File: src/rtl/wb16_ext_bus_pkg.sv
// Shared types and constants for the Wishbone-to-external-async-bus slave.
package wb16_ext_bus_pkg;

  // Width of the phase and wait counters; sized to hold any legal TIMEOUT.
  localparam int unsigned CNT_W = 16;

  typedef enum logic [2:0] {
    S_IDLE,
    S_SETUP,
    S_STRB,
    S_HOLD,
    S_DONE
  } state_e;

endpackage

File: src/rtl/sync_2ff.sv
// Generic two-flop synchroniser with synchronous active-low reset to 0.
module sync_2ff (
  input  logic clk_i,
  input  logic rst_ni,
  input  logic d_i,
  output logic q_o
);

  logic meta_q;
  logic sync_q;

  // Two-stage shift register bringing d_i into the clk_i domain.
  always_ff @(posedge clk_i) begin
    if (!rst_ni) begin
      meta_q <= 1'b0;
      sync_q <= 1'b0;
    end else begin
      meta_q <= d_i;
      sync_q <= meta_q;
    end
  end

  assign q_o = sync_q;

endmodule

File: src/rtl/wb16_ext_bus.sv
// Wishbone 16-bit slave running one timed setup/strobe/hold cycle on an
// external asynchronous 16-bit bus per WB access, with ready extension
// and timeout error.
module wb16_ext_bus
  import wb16_ext_bus_pkg::*;
#(
  parameter int unsigned AWIDTH  = 16,
  parameter int unsigned SETUP   = 1,
  parameter int unsigned STROBE  = 3,
  parameter int unsigned HOLD    = 1,
  parameter int unsigned TIMEOUT = 255
) (
  input  logic              wb_clk,
  input  logic              wb_rst_n,
  input  logic              wb_cyc_i,
  input  logic              wb_stb_i,
  input  logic              wb_we_i,
  input  logic [1:0]        wb_sel_i,
  input  logic [AWIDTH-1:0] wb_adr_i,
  input  logic [15:0]       wb_dat_i,
  output logic [15:0]       wb_dat_o,
  output logic              wb_ack_o,
  output logic              wb_err_o,
  output logic [AWIDTH-2:0] ext_adr_o,
  output logic [15:0]       ext_dat_o,
  input  logic [15:0]       ext_dat_i,
  output logic              ext_dat_oe,
  output logic              ext_cs_n,
  output logic              ext_oe_n,
  output logic              ext_we_n,
  output logic [1:0]        ext_be_n,
  input  logic              ext_rdy_i
);

  localparam logic [CNT_W-1:0] SETUP_LAST = CNT_W'(SETUP - 1);
  localparam logic [CNT_W-1:0] STRB_LAST  = CNT_W'(STROBE - 1);
  localparam logic [CNT_W-1:0] HOLD_LAST  = CNT_W'((HOLD == 0) ? 0 : HOLD - 1);
  localparam logic [CNT_W-1:0] TO_LIM     = CNT_W'(TIMEOUT);

  state_e            state_q, state_d;
  logic [CNT_W-1:0]  cnt_q, cnt_d;
  logic [CNT_W-1:0]  wait_q, wait_d;
  logic              err_q, err_d;
  logic              abort_q, abort_d;
  logic              we_q, we_d;
  logic [AWIDTH-2:0] adr_q, adr_d;
  logic [1:0]        be_n_q, be_n_d;
  logic [15:0]       dat_q, dat_d;
  logic              dat_oe_q, dat_oe_d;
  logic              cs_n_q, cs_n_d;
  logic              oe_n_q, oe_n_d;
  logic              we_n_q, we_n_d;
  logic [15:0]       rdat_q, rdat_d;
  logic              ack_q, ack_d;
  logic              werr_q, werr_d;
  logic              go_done, done_err;
  logic              live;
  logic              rdy_s;
  logic              unused_adr0;

  // Byte-address bit 0 has no meaning on a halfword bus.
  assign unused_adr0 = wb_adr_i[0];

  sync_2ff u_rdy_sync (
    .clk_i  (wb_clk),
    .rst_ni (wb_rst_n),
    .d_i    (ext_rdy_i),
    .q_o    (rdy_s)
  );

  // Master still owns this transaction: no cyc drop seen so far or now.
  assign live = !abort_q && wb_cyc_i;

  // Next-state and next-output logic; every ext_* output is registered.
  always_comb begin
    state_d  = state_q;
    cnt_d    = cnt_q;
    wait_d   = wait_q;
    err_d    = err_q;
    abort_d  = abort_q;
    we_d     = we_q;
    adr_d    = adr_q;
    be_n_d   = be_n_q;
    dat_d    = dat_q;
    dat_oe_d = dat_oe_q;
    cs_n_d   = cs_n_q;
    oe_n_d   = oe_n_q;
    we_n_d   = we_n_q;
    rdat_d   = rdat_q;
    ack_d    = 1'b0;
    werr_d   = 1'b0;
    go_done  = 1'b0;
    done_err = 1'b0;

    if (state_q != S_IDLE && !wb_cyc_i) begin
      abort_d = 1'b1;
    end

    case (state_q)
      S_IDLE: begin
        if (wb_cyc_i && wb_stb_i) begin
          state_d  = S_SETUP;
          cnt_d    = '0;
          wait_d   = '0;
          err_d    = 1'b0;
          abort_d  = 1'b0;
          we_d     = wb_we_i;
          adr_d    = wb_adr_i[AWIDTH-1:1];
          be_n_d   = ~wb_sel_i;
          dat_d    = wb_dat_i;
          dat_oe_d = wb_we_i;
          cs_n_d   = 1'b0;
        end
      end
      S_SETUP: begin
        if (cnt_q == SETUP_LAST) begin
          state_d = S_STRB;
          cnt_d   = '0;
          oe_n_d  = we_q;
          we_n_d  = !we_q;
        end else begin
          cnt_d = cnt_q + 1'b1;
        end
      end
      S_STRB: begin
        if (cnt_q != STRB_LAST) begin
          cnt_d = cnt_q + 1'b1;
        end else if (rdy_s || wait_q == TO_LIM) begin
          oe_n_d = 1'b1;
          we_n_d = 1'b1;
          cnt_d  = '0;
          err_d  = !rdy_s;
          if (!we_q && rdy_s && live) begin
            rdat_d = ext_dat_i;
          end
          if (HOLD == 0) begin
            go_done  = 1'b1;
            done_err = !rdy_s;
          end else begin
            state_d = S_HOLD;
          end
        end else begin
          wait_d = wait_q + 1'b1;
        end
      end
      S_HOLD: begin
        if (cnt_q == HOLD_LAST) begin
          go_done  = 1'b1;
          done_err = err_q;
        end else begin
          cnt_d = cnt_q + 1'b1;
        end
      end
      S_DONE: begin
        state_d = S_IDLE;
      end
      default: begin
        state_d = S_IDLE;
      end
    endcase

    if (go_done) begin
      state_d  = S_DONE;
      cs_n_d   = 1'b1;
      be_n_d   = '1;
      dat_oe_d = 1'b0;
      ack_d    = live && !done_err;
      werr_d   = live && done_err;
    end
  end

  // State, counter and output registers with synchronous reset.
  always_ff @(posedge wb_clk) begin
    if (!wb_rst_n) begin
      state_q  <= S_IDLE;
      cnt_q    <= '0;
      wait_q   <= '0;
      err_q    <= 1'b0;
      abort_q  <= 1'b0;
      we_q     <= 1'b0;
      adr_q    <= '0;
      be_n_q   <= '1;
      dat_q    <= '0;
      dat_oe_q <= 1'b0;
      cs_n_q   <= 1'b1;
      oe_n_q   <= 1'b1;
      we_n_q   <= 1'b1;
      rdat_q   <= '0;
      ack_q    <= 1'b0;
      werr_q   <= 1'b0;
    end else begin
      state_q  <= state_d;
      cnt_q    <= cnt_d;
      wait_q   <= wait_d;
      err_q    <= err_d;
      abort_q  <= abort_d;
      we_q     <= we_d;
      adr_q    <= adr_d;
      be_n_q   <= be_n_d;
      dat_q    <= dat_d;
      dat_oe_q <= dat_oe_d;
      cs_n_q   <= cs_n_d;
      oe_n_q   <= oe_n_d;
      we_n_q   <= we_n_d;
      rdat_q   <= rdat_d;
      ack_q    <= ack_d;
      werr_q   <= werr_d;
    end
  end

  assign wb_dat_o   = rdat_q;
  assign wb_ack_o   = ack_q;
  assign wb_err_o   = werr_q;
  assign ext_adr_o  = adr_q;
  assign ext_dat_o  = dat_q;
  assign ext_dat_oe = dat_oe_q;
  assign ext_cs_n   = cs_n_q;
  assign ext_oe_n   = oe_n_q;
  assign ext_we_n   = we_n_q;
  assign ext_be_n   = be_n_q;

endmodule

File: config.mk
export PLATFORM = sky130hd
export DESIGN_NAME = wb16_ext_bus
export DESIGN_NICKNAME = d
export VERILOG_FILES = /design/src/rtl/wb16_ext_bus_pkg.sv /design/src/rtl/sync_2ff.sv /design/src/rtl/wb16_ext_bus.sv
export SDC_FILE = /design/constraint.sdc
export NUM_CORES = 1
export LEC_CHECK = 0
export ABC_CLOCK_PERIOD_IN_PS = 5600
export CAP_MARGIN = 40
export CORE_ASPECT_RATIO = 0.5
export CORE_MARGIN = 1
export CORE_UTILIZATION = 48
export DETAILED_ROUTE_END_ITERATION = 8
export MAX_ROUTING_LAYER = met4
export PLACE_DENSITY = 0.81
export SLEW_MARGIN = 0
export SYNTH_ARGS = -nofsm -noshare
export SYNTH_HDL_FRONTEND = slang
export SYNTH_HIERARCHICAL = 1
export SYNTH_SLANG_ARGS = --single-unit
File: constraint.sdc
create_clock -name wb_clk -period 5.6 [get_ports wb_clk]
set_clock_uncertainty 0.2 [all_clocks]
set_input_delay 0.84 -clock wb_clk [delete_from_list [all_inputs] [get_ports wb_clk]]
set_output_delay 0.84 -clock wb_clk [all_outputs]
set_load 0.03 [all_outputs]
==> flow_summary.toml <==
[status]
status = "complete, no violations"

[synth]
ys_seq_area_share_pct = 47.5
synth_area_leaders = "dfxtp_1 (47%), nand2_1 (12%), a21oi_1 (7.5%)"
synth_cell_types = 49
synth_mux_area_share_pct = 0.750
yosysWarnings = 6
synth_seq_cells = 95
synth_edf_count = 0
yosys.area_share.simple_pct = 25.6
synthCells = 484
synth_flop_cell = "dfxtp_1"
syn_nets = 544
synth_top_area_cell = "dfxtp_1"
async_flop_share_pct = 0
avgSynthCellArea_um2 = 8.28
synth_compound_area_share_pct = 16.2
synth_top_family_by_area = "simple AND/OR/NAND/NOR gates"
synth.top_cell.area_share_pct = 47.5
synthAdderAreaFrac_pct = 1.25
synthXorXnorAreaFrac_pct = 4.15
syn_area_mm2 = 0.00401

[cts]
htreeDepth = 3
cts_made_buffers = 9
clock_latency_ns = 0.33
clk_pin_slew_ns = 0.06
cts-root-buf = "clkbuf_16"
cts_setup_buffers = 0
hold_buffers = 0
ctsResizeCount = 0
clock_sinks = 95
clk_path_buf_depth = 2
cts_tree = "done"

[grt]
overflow = 0
grt_max_degree = 56
antenna_found_initial = 0
grt_use_total_pct = 23.5
grt_pass1_vias = 3375
grt_pass1_wl_um = 15800

[power]
p_int_uw = 1090
power.leakage_uw = 0.00190
cellPowerDensity_mw_per_mm2 = 265
p_seq_share_pct = 49.3
sw_frac_of_total_pct = 23.5
p_sw_uw = 336
p_clk_share_pct = 38.8
peakVddDrop_uv = 163
comb_power_share_pct = 11.8

[die]
io_pins = 111
die_w_um = 131
die_y_um = 66.6
start_util_pct = 49.7
dieArea_mm2 = 0.00874
coreArea_mm2 = 0.00806
rows = 23

[drt]
dr.pass1.iters = 4
dr_total_vias = 3584
drc = 0
viasPerCell = 5.13
detail-route-antenna-nets = 0
routed_wl_um = 9460
drtIter0Drc = 189
wl_per_cell_um = 13.6

[final_layout]
fin_cells = 698
mostFrequentLayoutCells = "nand2_1 (129), clkdlybuf4s50_1 (109), dfxtp_1 (95)"
area_growth_pct = 34.5
nNetsFinal = 643
fill_cells = 672
drive_gt1_share_pct = 6.31
diodes = 0
final_common_cell = "nand2_1"

[placement]
dpl.cell_count = 684
gp_congestion = 0.864
numPortBuffers = 109
hpwl_um = 6560

[timing]
relSlewSlack_pct = 54.1
worstMarginPinSlew_ns = 0.688
rsz0062_at_grt = "no"
setup_viol = 0
final-hold-violation-count = 0
slew_viol_final = 0
period_share_pct = 49.4
max_freq_ghz = 0.362
tns_ns = 0
fin_crit_ns = 2.77

[critical_path]
crit_path_start_kind = "flip-flop"
required_ns = 5.62
critical-path-top-delay-family = "compound AO/OA/AOI/OAI gates"
max_stage_delay_ns = 0.62
cp_max_fo = 19
end_kind = "flip-flop"
critical_path_arrival_ns = 2.79
path_cells = "ha_1 > nand3_1 > or3_1 > o2111ai_4 > a21oi_4 > a221o_1"
crit_type = "reg2reg"
critPathSlowestCell = "o2111ai_4"
worst-path-buf-inv = 0

[run]
cap_violations = 0

[hold_path]
worstHoldPathType = "reg2reg"
-- cell type report --
| type | instances | area, µm² | area share [%] |
|---|---|---|---|
| clock buffer | 13 | 260 | 4.83 |
| clock inverter | 1 | 5.00 | 0.0929 |
| inverter | 8 | 30.0 | 0.557 |
| multi-input combinational | 357 | 1930 | 35.7 |
| sequential | 95 | 1900 | 35.3 |
| tap | 112 | 140 | 2.60 |
| timing repair buffer | 112 | 1130 | 20.9 |
-- sequential cells by signal, summed over array words and instances, names as in the netlist --
name,count
ext_be_n,2
wb_dat_o,16
ext_adr_o,15
ext_dat_oe,1
cnt_q,16
ext_we_n,1
wait_q,16
ext_oe_n,1
err_q,1
ext_cs_n,1
u_rdy_sync/meta_q,1
abort_q,1
wb_err_o,1
u_rdy_sync/q_o,1
state_q,3
wb_ack_o,1
we_q,1
ext_dat_o,16
-- synth_stat cells, types with 2 or more instances --
master / number
nand2_1: 129
a21oi_1: 60
nand2_2: 2
nand2b_1: 3
nor4_1: 4
buf_6: 6
inv_1: 7
nor2b_1: 4
a21o_1: 3
xor2_1: 4
dfxtp_1: 95
nor3_1: 3
o211ai_1: 2
ha_1: 4
and3_1: 9
a22o_1: 2
xnor2_1: 15
buf_4: 2
a21oi_2: 7
nand3b_1: 2
a211oi_1: 8
nand4_1: 4
or3_1: 3
and2_1: 3
o21ai_0: 12
nor2_1: 35
mux2i_1: 3
nand3_1: 19
clkbuf_1: 14
-- through the flow --
stage                     power [µW]  cell area, µm²  setup slack (ns)  utilization, %  hold WS, ns
final                           1430            5390              2.83            66.9        0.241
after global routing            1490            5390              2.66            66.9        0.265
after CTS                       1440            5390              2.83            66.9        0.237
after detailed placement         888            5120              2.56            63.6        0.229
after global placement           883            5100              2.33            63.4        0.214
after floorplan                  805            4010              3.37               -        0.203
-- path summary, 6_finish.rpt --
| check | from | endpoint | slack [ns] | depth (start not counted) |
|---|---|---|---|---|
| worst min-delay path | u_rdy_sync/meta_q | u_rdy_sync/q_o | 0.24 | 1 |
| worst max-delay path | wait_q[0] | cnt_q[9] | 2.83 | 6 |
| worst min register to register | u_rdy_sync/meta_q | u_rdy_sync/q_o | 0.24 | 1 |
| worst max register to register | wait_q[0] | cnt_q[9] | 2.83 | 6 |
-- power by group through the flow --
stage	sequential (µW)	combinational [µW]	clock (µW)
after floorplan	746	59.4	0
after global placement	718	165	0
after detailed placement	719	169	0
after CTS	704	170	570
after global routing	706	182	597
final	704	169	554
-- cells by family after synthesis --
group,Yosys count
fa+ha+maj,4
mux,3
simple gates,228
xor+xnor,19
flops,95
compound gates,103
buf+inv,32
-- metal layers --
metal / track usage [%] / routed length [µm] / vias up / part of all wire, %
li1: - / - / 1825 / -
met1: 27.2 / 4280 / 1679 / 45
met2: 39.2 / 4600 / 68 / 49
met3: 7.08 / 475 / 12 / 5.0
met4: 8.53 / 110 / 0 / 1.2
met5: - / 0 / - / 0
Note: power is estimated with default switching activity, not from simulation.
